<file path="src/rtl/demux_sched_1_8.sv">
// 1:8 demultiplexing sequencer: takes words from one valid/ready source and
// hands each to a single output lane, chosen round-robin or by a destination field.
module demux_sched_1_8 #(
  parameter int DATA_W = 8
) (
  input  logic              clk,
  input  logic              rst_n,
  input  logic              in_valid,
  input  logic [DATA_W-1:0] in_data,
  input  logic [2:0]        in_dest,
  input  logic              in_mode,
  output logic              in_ready,
  input  logic [7:0]        en_mask,
  output logic [7:0]        out_valid,
  output logic [DATA_W-1:0] out_data,
  input  logic [7:0]        out_ready,
  output logic [2:0]        cur_sel,
  output logic              drop_pulse,
  output logic [7:0]        drop_cnt
);

  typedef enum logic {
    IDLE = 1'b0,
    HOLD = 1'b1
  } state_t;

  state_t     state, state_nxt;
  logic [2:0] rr_ptr;
  logic [2:0] rr_tgt;
  logic [2:0] tgt;
  logic       drain;
  logic       rr_ok;
  logic       accept;
  logic       drop;
  logic       load;

  assign drain    = (state == HOLD) && out_ready[cur_sel];
  assign rr_ok    = |en_mask;
  assign in_ready = ((state == IDLE) || drain) && (in_mode || rr_ok);
  assign accept   = in_valid && in_ready;

  // Directed words aimed at a disabled lane are still accepted so they can be dropped.
  assign drop = accept && in_mode && !en_mask[in_dest];
  assign load = accept && !drop;
  assign tgt  = in_mode ? in_dest : rr_tgt;

  // First enabled lane strictly after rr_ptr, wrapping 7 -> 0; i=8 revisits rr_ptr itself.
  always_comb begin
    logic       found;
    logic [2:0] idx;
    // NOTE: combinational blocks use blocking '=' and assign every output a
    // default first, so no path leaves a value unassigned and no latch is inferred.
    rr_tgt = rr_ptr;
    found  = 1'b0;
    idx    = '0;
    for (int i = 1; i <= 8; i++) begin
      idx = rr_ptr + 3'(i);
      if (!found && en_mask[idx]) begin
        rr_tgt = idx;
        found  = 1'b1;
      end
    end
  end

  always_comb begin
    state_nxt = state;
    if (load)
      state_nxt = HOLD;
    else if (drain)
      state_nxt = IDLE;
  end

  // NOTE: clocked state uses non-blocking '<=' so every register samples
  // pre-edge values regardless of statement order.
  always_ff @(posedge clk or negedge rst_n) begin
    if (!rst_n) begin
      state      <= IDLE;
      rr_ptr     <= 3'd7;
      cur_sel    <= 3'd0;
      out_data   <= '0;
      drop_pulse <= 1'b0;
      drop_cnt   <= 8'd0;
    end else begin
      state      <= state_nxt;
      drop_pulse <= drop;
      if (load) begin
        out_data <= in_data;
        cur_sel  <= tgt;
      end
      if (load && !in_mode)
        rr_ptr <= rr_tgt;
      if (drop && (drop_cnt != 8'hFF))
        drop_cnt <= drop_cnt + 8'd1;
    end
  end

  // Decoded from state so at most one lane is ever valid.
  assign out_valid = (state == HOLD) ? (8'b1 << cur_sel) : 8'h00;

endmodule

</file>
<file path="config.mk">
export PLATFORM = sky130hd
export DESIGN_NAME = demux_sched_1_8
export DESIGN_NICKNAME = d
export VERILOG_FILES = /design/src/rtl/demux_sched_1_8.sv
export SDC_FILE = /design/constraint.sdc
export NUM_CORES = 1
export LEC_CHECK = 0
export CAP_MARGIN = 20
export CORE_MARGIN = 2
export CORE_UTILIZATION = 30
export DETAILED_ROUTE_END_ITERATION = 6
export GPL_TIMING_DRIVEN = 0
export SYNTH_ARGS = -nofsm -noshare
export SYNTH_HDL_FRONTEND = slang
export SYNTH_SLANG_ARGS = --single-unit
</file>
<file path="constraint.sdc">
create_clock -name clk -period 3.1 [get_ports clk]
set_clock_uncertainty 0.1 [all_clocks]
set_input_delay 0.465 -clock clk [delete_from_list [all_inputs] [get_ports clk]]
set_output_delay 0.465 -clock clk [all_outputs]
set_load 0.1 [all_outputs]
</file>
; Word-level counts from Yosys, hierarchy flattened
; Cells that the tools add are included.
[totals]
register_bits = 24
latchBits = 0
ram_bits = 0
mem_bits_ro = 0
inputBits = 31
output_inout_bits = 29
mem_count = 0
[op_classes]
n_addsub = 8
n_mul = 0
n_div = 0
n_lt_le_gt_ge = 10
eq_ne = 1
shifts = 1
n_mux = 39
bitwise_logic = 1
reduce_logical = 29
[op_table]
columns = cell, n
row1 = less-than comparator 3 x 4 -> 1 bit (second input constant), 10
row2 = binary-select mux 1 bit (select 3 bit), 10
row3 = two-way mux 3 bit, 9
row4 = two-way mux 1 bit, 19
row5 = logical AND 1 bit, 15
row6 = adder 3 bit (second input constant), 4
row7 = zero test 1 bit, 10
row8 = adder 8 x 1 -> 8 bit (second input constant), 1
row9 = two-way mux 8 bit, 1
row10 = inequality test 8 bit (second input constant), 1
row11 = OR reduction 8 bit, 1
row12 = left shift 1 x 3 -> 8 bit (first input constant), 1
row13 = adder 3 x 2 -> 3 bit (second input constant), 2
row14 = adder 3 x 1 -> 3 bit (second input constant), 1
row15 = logical OR 1 bit, 2
row16 = nonzero test 2 bit, 1
row17 = NOT 1 bit, 1

; Logic depth before layout (Yosys ltp)
; Gate-level depths: netlist of run 1.
[logic_depth]
ltp_word = 26
mapped_depth = 12
mapped_depth_nobuf = 9

; Worst setup path before layout of run 1
; No wires, ideal clock.
[synth_timing]
path_kind = reg-to-output
startpoint = register cur_sel[1]
endpoint = output out_valid[2]
t_arrival_ns = 3.280
path_slack_ns = -0.745
path_stages_with_launch = 3
path_buffers = 0
path_cell_list = dfrtp_1 nand2_1 nor3_1
[synth_via]
elab_chain_cells = 2
[synth_lines]
columns = element, line
row1 = from (decl), 17  ; output logic [2:0] cur_sel,
row2 = from (signal assigned), 88  ; cur_sel <= tgt;
row3 = left shift 1 x 3 -> 8 bit, 98  ; assign out_valid = (state == HOLD) ? (8'b1 << cur_sel) : 8'h00;
row4 = two-way mux 8 bit, 98
row5 = to (decl), 14  ; output logic [7:0] out_valid,
; Every way passes these cells.

; Final worst setup path of run 1
[layout_timing]
startpoint = register rr_ptr[0]
endpoint = register cur_sel[0]
[layout_via]
elab_chain_cells = 26
[layout_lines]
columns = element, line
row1 = from (decl), 28  ; logic [2:0] rr_ptr;
row2 = from (signal assigned), 91  ; rr_ptr <= rr_tgt;
row3 = adder 3 x 1 -> 3 bit, 57  ; idx = rr_ptr + 3'(i);
row4 = binary-select mux 1 bit (select 3 bit), 58  ; if (!found && en_mask[idx]) begin
row5 = two-way mux 1 bit (implied by the code), 58
row6 = two-way mux 1 bit, 58
row7 = zero test 1 bit, 58
row8 = logical AND 1 bit, 58
row9 = two-way mux 1 bit, 58
row10 = zero test 1 bit, 58
row11 = [10 not listed], n/a
row12 = two-way mux 1 bit, 58
row13 = zero test 1 bit, 58
row14 = logical AND 1 bit, 58
row15 = two-way mux 1 bit, 58
row16 = zero test 1 bit, 58
row17 = logical AND 1 bit, 58
row18 = two-way mux 3 bit (*), 58
row19 = two-way mux 3 bit (*), 45  ; assign tgt = in_mode ? in_dest : rr_tgt;
; Mark *: on every way between the ends. The rest lies on a longest branch, timed or not. The select of a mux whose other input is x is not followed.
; A chain may end at the register's enable or synchronous reset.

==> metrics.txt, run 1 <==
status=completed; Die Wd=90.24 µm; Slew Viols, Final=0; CTS tree=done; Synth cell types=54; Pre-antenna DRT Iters=4; H-tree depth=1; die area=8142 µm²; Post-Synthesis Cells=217; TritonCTS Sinks=24; CP delay by family, top=simple AND/OR/NAND/NOR gates; Worst Path Max Fanout=11; Buf+Inv Stages, Crit Path=2; Worst-Margin Slew=0.9800 ns; Clk Tree Root Cell=clkbuf_8; worst skew pair latency=0.27 ns; final core occ=43.98%; Final nets=324; RR Startpoint=rr_ptr[0]$_DFFE_PN1P_; first-pass GRT wire length=9963 µm; Data arrival, critical path=3.05 ns; diode count=0; Yosys reg bits=24; Yosys warning count=0; syn_nets=251; Tmin final=2.961 ns; Initial Util=30.92%; Top FF cell, synth=dfrtp_1; Port Buffers=58; Die Y=90.24 µm; clock buffer depth=2; cts hold-fix bufs=0; Ports=60; number of global-route vias before repair=1988; worst setup path category=flip-flop to flip-flop; Worst slew margin=34.46%; antenna viol nets, final=0; Slowest-stage cell, CP=mux4_1; routed via count=2024; Core ar.=7214 µm²; routed length per instance=15.59 µm; Syn-to-layout area delta=42.23%; Final period util=95.52%; R2R setup slack=0.14 ns; Fillers=712; slowest cell delay on critical path=0.66 ns; WHS Path Cells=1; GRT Overall Usage=14.56%; initial antenna violation count=0; Critical Path Source Type=flip-flop; Hold Vio Cnt, Final=0; post-synthesis sequential area ratio=27.09%; Via-to-Cell Ratio=5.216; Worst Path Required=3.19 ns; placed instance area=2997 µm²; WHS=0.4008 ns; Achievable Freq=337.7 MHz; Hold Path End=drop_cnt[4]$_DFFE_PN0P_; maximum number of pins on one net before global-route repair=16; cts bufs inserted=3; DRT Wirelength=6048 µm; Final setup viols=0; Hold Startpoint=drop_cnt[4]$_DFFE_PN0P_; Async SR Flop Fraction=100.0%; Post-DP HPWL=4492 µm; fin area=3173 µm²; GRT overflow=0; endpoint class of the critical path=flip-flop; initial drt markers=112; Hold Path Class=flip-flop to flip-flop; Syn Std Cell Area=2231 µm²; post-synthesis area per instance=10.28 µm²; FF-to-FF End=cur_sel[0]$_DFFE_PN0P_; CP Cell Sequence=buf_8, buf_4, mux4_1, nand2_1, nand3b_1, nor3_4, nand3b_1, nand2_1, o221ai_1; gpl congestion=0.8230; reg2reg path depth=9; number of synthesized flops with an enable pin=0; share of cells above drive strength 1=27.34%; num rows=31; clock slew at reported path FFs=0.09 ns; DRC=0; maxcap violations=0
placed cells by master (no fill, tap or decap), types with 4 or more instances in the layout:
master / synthesis / routed
a21oi_1: 9 / 8
buf_2: 6 / 4
buf_4: 1 / 11
clkbuf_1: 7 / 7
clkbuf_8: 0 / 4
clkdlybuf4s50_1: 0 / 57
dfrtp_1: 21 / 21
mux2_2: 16 / 16
mux2i_1: 7 / 7
mux4_2: 15 / 16
nand2_1: 17 / 17
nand2b_1: 4 / 4
nand4_1: 6 / 6
nor2_1: 17 / 15
nor2b_1: 5 / 5
nor3_1: 8 / 6
nor3b_1: 5 / 4
xnor2_1: 6 / 6
layer usage:
layer	global-route usage [%]	vias to the layer above	part of all wire (%)
li1	-	974	-
met3	3.018	4	5.0
met2	23.81	57	49
met5	0	-	0
met4	2.436	0	0.38
met1	20.28	989	46
cell families (layout without fill, tap and decap cells):
logic type      Yosys count  count (layout)  share of synthesized area [%]
mux                      42              42                          30.90
compound gates           39              39                          12.40
xor+xnor                  9               9                          3.870
simple gates             80              80                          19.85
fa+ha+maj                 3               3                          1.683
flops                    24              24                          27.09
buf+inv                  20              92                          4.206
worst reg2reg max path, cell delays in order, from the launching register on:
cell      delay, ns
dfstp_2        0.56
buf_8          0.15
buf_4          0.20
mux4_1         0.66
nand2_1        0.15
nand3b_1       0.24
nor3_4         0.31
nand3b_1       0.24
nand2_1        0.08
o221ai_1       0.19
sequential cells by signal (all words and copies together) (netlist names):
| signal | cells |
|---|---|
| drop_cnt | 8 |
| out_data | 8 |
| rr_ptr | 3 |
| drop_pulse | 1 |
| cur_sel | 3 |
| state | 1 |
cell usage after synthesis (3+ instances only):
| cell type | instances | area share (%) |
|---|---|---|
| nor2b_1 | 5 | 1.4 |
| ha_1 | 3 | 1.7 |
| dfstp_2 | 3 | 3.5 |
| o21ai_0 | 4 | 0.90 |
| mux2i_1 | 7 | 3.1 |
| nor3b_1 | 5 | 1.7 |
| mux4_2 | 15 | 15 |
| nand4_1 | 6 | 1.7 |
| a211oi_1 | 3 | 1.0 |
| nand2_1 | 17 | 2.9 |
| dfrtp_1 | 21 | 24 |
| mux4_1 | 3 | 3.5 |
| nor2_1 | 17 | 2.9 |
| a21o_1 | 3 | 1.0 |
| mux2_2 | 16 | 8.1 |
| buf_2 | 6 | 1.3 |
| and2_1 | 3 | 0.84 |
| a21oi_1 | 9 | 2.0 |
| xnor2_1 | 6 | 2.4 |
| a221oi_1 | 3 | 1.2 |
| nor3_1 | 8 | 1.8 |
| and3_1 | 3 | 0.84 |
| nand2b_1 | 4 | 1.1 |
| clkbuf_1 | 7 | 1.2 |
| inv_1 | 3 | 0.50 |
| nand3_1 | 3 | 0.67 |
cell type report:
cell class              count  area, µm²  share of cell area [%]
plain buffers              14      83.83                   2.642
clock buffers               4      55.05                   1.735
inverters                   5      26.28                  0.8281
multi-input cells         173       1595                   50.28
flip-flops and latches     24      604.3                   19.05
well taps                  99      123.9                   3.904
repair buffers             69      684.4                   21.57
worst max path at each step:
stage                                       from                      to  slack, ns  cells after the start
after detailed placement   rr_ptr[0]$_DFFE_PN1P_  cur_sel[2]$_DFFE_PN0P_      -0.33                     12
after global placement     rr_ptr[0]$_DFFE_PN1P_  cur_sel[2]$_DFFE_PN0P_      -0.34                     12
after global routing       rr_ptr[0]$_DFFE_PN1P_  cur_sel[0]$_DFFE_PN0P_     -0.008                      9
after floorplan           cur_sel[0]$_DFFE_PN0P_            out_valid[5]      -0.09                      3
final                      rr_ptr[0]$_DFFE_PN1P_  cur_sel[0]$_DFFE_PN0P_       0.14                      9
after CTS                  rr_ptr[0]$_DFFE_PN1P_  cur_sel[2]$_DFFE_PN0P_     -0.005                     12
per-stage QoR:
step | instances | setup TNS [ns] | worst slack [ns]
after floorplan | 217 | -0.2115 | -0.08997
after global placement | 374 | -1.622 | -0.3396
after detailed placement | 375 | -1.769 | -0.3331
after CTS | 383 | -0.004603 | -0.004603
after global routing | 388 | -0.008444 | -0.008444
final | 388 | 0 | 0.1389
repair_timing:
| item | CTS | global route |
|---|---|---|
| setup buffers | 4 | 6 |
| gates resized for setup | 11 | 9 |
| pin swaps | 4 | 5 |
| setup endpoints to repair | 7 | 6 |
Power of run 1 is not shown: default switching activity piles up to over one toggle a cycle in this logic, so the estimate is an artifact.
==> inputs of run 2 (changes only) <==
--- a/config.mk
+++ b/config.mk
@@ -5,7 +5,7 @@
 export SDC_FILE = /design/constraint.sdc
 export NUM_CORES = 1
 export LEC_CHECK = 0
-export CAP_MARGIN = 20
+export CAP_MARGIN = 10
 export CORE_MARGIN = 2
 export CORE_UTILIZATION = 30
 export DETAILED_ROUTE_END_ITERATION = 6
==> metrics.txt, run 2 (same netlist as run 1, synthesis figures left out) <==
most common cell after layout, fill and taps aside=clkdlybuf4s50_1 (unchanged); clock buffer depth=2 (unchanged); maxcap violations=0 (unchanged); routed length per instance=15.18 µm (was 15.59 µm); non-filler cells in the finished layout=388 (unchanged); initial antenna violation count=0 (unchanged); Pre-antenna DRT Iters=4 (unchanged); TritonCTS Sinks=24 (unchanged); Die Y=90.24 µm (unchanged); GRT Overall Usage=14.31% (was 14.56%); Worst-Margin Slew=0.9802 ns (was 0.9800 ns); number of global-route vias before repair=2001 (was 1988); Ports=60 (unchanged); diode count=0 (unchanged); met3 Usage GRT=3.269% (was 3.018%); worst skew pair latency=0.27 ns (about the same); Final setup viols=0 (unchanged); dpl cells=374 (was 375); gpl congestion=0.8230 (unchanged); cts hold-fix bufs=0 (unchanged); Syn-to-layout area delta=42.68% (was 42.23%); Achievable Freq=338.8 MHz (was 337.7 MHz); H-tree depth=1 (unchanged); Top Registers=drop_cnt x8, out_data x8 (unchanged); Hold Path Class=input port to asynchronous set/reset pin (was flip-flop to flip-flop); first-pass GRT wire length=9846 µm (was 9963 µm); Worst Path Max Fanout=11 (unchanged); die area=8142 µm² (unchanged); reg2reg path depth=12 (was 9); share of cells above drive strength 1=26.99% (was 27.34%); commonest non-fill, non-tap cells in the layout=clkdlybuf4s50_1 (57), dfrtp_1 (21), nand2_1 (17) (unchanged); grt met1 use=19.89% (was 20.28%); num rows=31 (unchanged); maximum number of pins on one net before global-route repair=25 (was 16); Tmin final=2.951 ns (was 2.961 ns); fin area=3183 µm² (was 3173 µm²); Slew Viols, Final=0 (unchanged); endpoint class of the critical path=flip-flop (unchanged); FF-to-FF End=cur_sel[2]$_DFFE_PN0P_ (was cur_sel[0]$_DFFE_PN0P_); antenna viol nets, final=0 (unchanged); Critical Path Source Type=flip-flop (unchanged); final core occ=44.12% (was 43.98%); clock slew at reported path FFs=0.09 ns (about the same); DRT Wirelength=5888 µm (was 6048 µm); GR Util met2=23.62% (was 23.81%); Top Usage Layer GRT=met2 (unchanged); Worst slew margin=34.45% (was 34.46%); Post-DP HPWL=4413 µm (was 4492 µm); initial drt markers=69 (was 112); Clk Tree Root Cell=clkbuf_8 (unchanged); worst setup path category=flip-flop to flip-flop (unchanged); Port Buffers=58 (unchanged); routed via count=2044 (was 2024); Core ar.=7214 µm² (unchanged); FF+latch area=604.3 µm² (unchanged); Initial Util=30.92% (unchanged); cts bufs inserted=3 (unchanged); Fillers=707 (was 712); Data arrival, critical path=3.01 ns (was 3.05 ns); R2R setup slack=0.15 ns (was 0.14 ns); GRT overflow=0 (unchanged); Via-to-Cell Ratio=5.268 (was 5.216); Die Wd=90.24 µm (unchanged); area of the multi-input gates=1589 µm² (was 1595 µm²); placed instance area=2969 µm² (was 2997 µm²); RR Startpoint=rr_ptr[0]$_DFFE_PN1P_ (unchanged); status=completed (unchanged); RSZ-0062 raised after global routing=false; DRC=0 (unchanged); Hold Vio Cnt, Final=0 (unchanged); Final period util=95.20% (was 95.52%); Worst Path Required=3.16 ns (was 3.19 ns); Final nets=324 (unchanged); CTS tree=done (unchanged)
-- run 2: cell types whose count changed in the layout (fill, tap and decap cells not counted) --
cell       previous run  this run
a221oi_2              1         0
bufinv_16             0         1
clkbuf_8              4         3
a221oi_1              2         3
-- run 2: routing by layer --
metal  wire [µm]  vias up
li1            -      973
met1        2716      999
met2        2780       62
met3         311       10
met4          79        0
met5           0        -
-- run 2: repair_timing --
action                                  CTS  global route
setup buffers                             3             7
endpoints found under the setup margin    7             6
pin swaps                                 4             6
resized for setup                        12             7
-- run 2: area by class of cell --
type	instances	share of cell area, %
multi-input combinational	173	49.92
timing repair buffer	69	21.50
sequential	24	18.99
tap	99	3.892
buffer	14	2.634
clock buffer	3	1.297
clock inverter	1	0.9434
inverter	5	0.8255
-- run 2: worst max-delay path by stage --
stage,start,endpoint,depth (start not counted)
2_1_floorplan,cur_sel[0]$_DFFE_PN0P_,out_valid[5],3
3_3_place_gp,rr_ptr[0]$_DFFE_PN1P_,cur_sel[2]$_DFFE_PN0P_,12
3_5_place_dp,rr_ptr[0]$_DFFE_PN1P_,cur_sel[2]$_DFFE_PN0P_,12
4_1_cts,rr_ptr[0]$_DFFE_PN1P_,cur_sel[2]$_DFFE_PN0P_,12
5_1_grt,rr_ptr[0]$_DFFE_PN1P_,cur_sel[1]$_DFFE_PN0P_,11
6_report,rr_ptr[0]$_DFFE_PN1P_,cur_sel[2]$_DFFE_PN0P_,12
-- run 2: metrics by stage --
step	worst slack (ns)	hold WS (ns)	TNS, ns
4_1_cts	-0.003306	0.4064	-0.003306
3_3_place_gp	-0.3396	0.3800	-1.622
3_5_place_dp	-0.3447	0.3945	-1.713
6_report	0.1488	0.3830	0
2_1_floorplan	-0.08997	0.06941	-0.2115
5_1_grt	0.02718	0.3915	0
-- run 2: worst max-delay path, stage by stage (launching register included) --
cell,delay (ns)
dfstp_2,0.56
buf_8,0.15
inv_8,0.05
ha_4,0.29
buf_4,0.12
mux4_2,0.37
mux2i_4,0.25
buf_4,0.16
and3_1,0.19
a31oi_1,0.12
a211oi_2,0.22
o211a_1,0.19
nor3_2,0.05
Power of run 2 is left out for the same reason.
==> inputs of run 3 (changes only) <==
--- a/config.mk
+++ b/config.mk
@@ -5,11 +5,11 @@
 export SDC_FILE = /design/constraint.sdc
 export NUM_CORES = 1
 export LEC_CHECK = 0
-export CAP_MARGIN = 10
 export CORE_MARGIN = 2
 export CORE_UTILIZATION = 30
 export DETAILED_ROUTE_END_ITERATION = 6
 export GPL_TIMING_DRIVEN = 0
+export PLACE_DENSITY = 0.66
 export SYNTH_ARGS = -nofsm -noshare
 export SYNTH_HDL_FRONTEND = slang
 export SYNTH_SLANG_ARGS = --single-unit
==> metrics.txt, run 3 (same netlist as run 1, synthesis figures left out) <==
status=completed (unchanged); first-pass GRT wire length=9887 µm (was 9846 µm); share of cells above drive strength 1=27.43% (was 26.99%); number of global-route vias before repair=1995 (was 2001); routed length per instance=15.05 µm (was 15.18 µm); maxcap violations=0 (unchanged); Tmin final=3.002 ns (was 2.951 ns); die area=8142 µm² (unchanged); Via-to-Cell Ratio=5.235 (was 5.268); Port Buffers=58 (unchanged); Initial Util=30.92% (unchanged); setup ws final=0.09781 ns (was 0.1488 ns); endpoint class of the critical path=flip-flop (unchanged); routed via count=2026 (was 2044); Most common cell on crit path=buf_8 (was buf_4); GRT Overall Usage=14.47% (was 14.31%); Slew Viols, Final=0 (unchanged); Worst Path Max Fanout=6 (was 11); Syn-to-layout area delta=42.01% (was 42.68%); final core occ=43.91% (was 44.12%); R2R setup slack=0.1 ns (was 0.15 ns); Pre-antenna DRT Iters=4 (unchanged); Achievable Freq=333.1 MHz (was 338.8 MHz); Die Wd=90.24 µm (unchanged); CTS tree=done (unchanged); H-tree depth=1 (unchanged); Die Y=90.24 µm (unchanged); clock slew at reported path FFs=0.08 ns (was 0.09 ns); clock buffer depth=2 (unchanged); Worst Path Required=3.20 ns (was 3.16 ns); final sum of negative setup slack=0 ns (unchanged); Clk Tree Root Cell=clkbuf_8 (unchanged); commonest non-fill, non-tap cells in the layout=clkdlybuf4s50_1 (57), dfrtp_1 (21), nand2_1 (17) (unchanged); Post-DP HPWL=4457 µm (was 4413 µm); initial drt markers=122 (was 69); maximum number of pins on one net before global-route repair=25 (unchanged); gpl congestion=0.8684 (was 0.8230); initial antenna violation count=0 (unchanged); Worst-Margin Slew=1.041 ns (was 0.9802 ns); DP Worst Slack=-0.3078 ns (was -0.3447 ns); DRC=0 (unchanged); DRT Wirelength=5824 µm (was 5888 µm); Worst slew margin=30.38% (was 34.45%); GRT overflow=0 (unchanged); Ports=60 (unchanged); antenna viol nets, final=0 (unchanged); Slowest-stage cell, CP=dfstp_2 (unchanged); Top Registers=drop_cnt x8, out_data x8 (unchanged); worst setup path category=flip-flop to flip-flop (unchanged); Core ar.=7214 µm² (unchanged); num rows=31 (unchanged); Final period util=96.84% (was 95.20%); Final setup viols=0 (unchanged); diode count=0 (unchanged); Critical Path Source Type=flip-flop (unchanged); Final nets=323 (was 324); worst skew pair latency=0.27 ns (about the same); Hold Path Class=flip-flop to flip-flop (was input port to asynchronous set/reset pin); Hold Vio Cnt, Final=0 (unchanged); most common cell after layout, fill and taps aside=clkdlybuf4s50_1 (unchanged); Data arrival, critical path=3.10 ns (was 3.01 ns); slowest cell delay on critical path=0.56 ns (about the same); cts bufs inserted=3 (unchanged); CP Cell Sequence=buf_8, buf_8, inv_8, ha_4, buf_12, mux4_2, mux2i_4, nand4_4, a311o_1, o2111ai_1, and4_1, o21bai_1 (was buf_8, inv_8, ha_4, buf_4, mux4_2, mux2i_4, buf_4, and3_1, a31oi_1, a211oi_2, o211a_1, nor3_2); TritonCTS Sinks=24 (unchanged)
run 3: changes by cell type in the layout (fill, tap and decap cells not counted), sizes merged:
cell,before,now
buf,18,17
clkbuf,10,11
bufinv,1,0
run 3: layer usage:
layer,GRT usage (%),share of wire (%),vias to the layer above
li1,-,-,972
met1,19.21,44,1005
met2,24.81,50,43
met3,2.431,4.3,6
met4,3.205,0.76,0
met5,0,0,-
run 3: area by class of cell:
cell class                      count  area [µm²]
Buffer                             15       98.84
Timing Repair Buffer               67       661.9
Sequential cell                    24       604.3
Multi-Input combinational cell    173        1598
Inverter                            5       26.28
Clock buffer                        4       55.05
Fill cell                         730        4046
Tap cell                           99       123.9
run 3: final timing paths:
check / depth (start not counted) / startpoint / end
max: 12 / rr_ptr[0]$_DFFE_PN1P_ / cur_sel[1]$_DFFE_PN0P_
min: 1 / drop_cnt[4]$_DFFE_PN0P_ / drop_cnt[4]$_DFFE_PN0P_
max reg2reg: 12 / rr_ptr[0]$_DFFE_PN1P_ / cur_sel[1]$_DFFE_PN0P_
min reg2reg: 1 / drop_cnt[4]$_DFFE_PN0P_ / drop_cnt[4]$_DFFE_PN0P_
max in group asynchronous: 1 / rst_n / drop_cnt[4]$_DFFE_PN0P_
min in group asynchronous: 1 / rst_n / out_data[2]$_DFFE_PN0P_
run 3: timing repair:
action / in CTS / in global routing
hold buffers: 0 / 0
gates cloned: 0 / 0
pin swaps: 4 / 7
resized for setup: 11 / 10
setup endpoints to repair: 7 / 6
buffers inserted: 2 / 7
run 3: critical path: cells and delay by family (launching register included):
kind                     cells  cell delay (ns)
multiplexers                 2             0.65
AND/OR/NAND/NOR              2             0.43
AO/OA/AOI/OAI                3             0.55
adder cells (fa/ha/maj)      1             0.28
buffers and inverters        4             0.36
flip-flops                   1             0.56
run 3: metrics by stage:
step	cell area [µm²]	hold WS [ns]	instances
after floorplan	2265	0.06941	217
after global placement	2969	0.3800	374
after detailed placement	2969	0.3868	374
after CTS	3080	0.4028	380
after global routing	3168	0.4221	387
final	3168	0.4002	387
Power of run 3 is left out for the same reason.
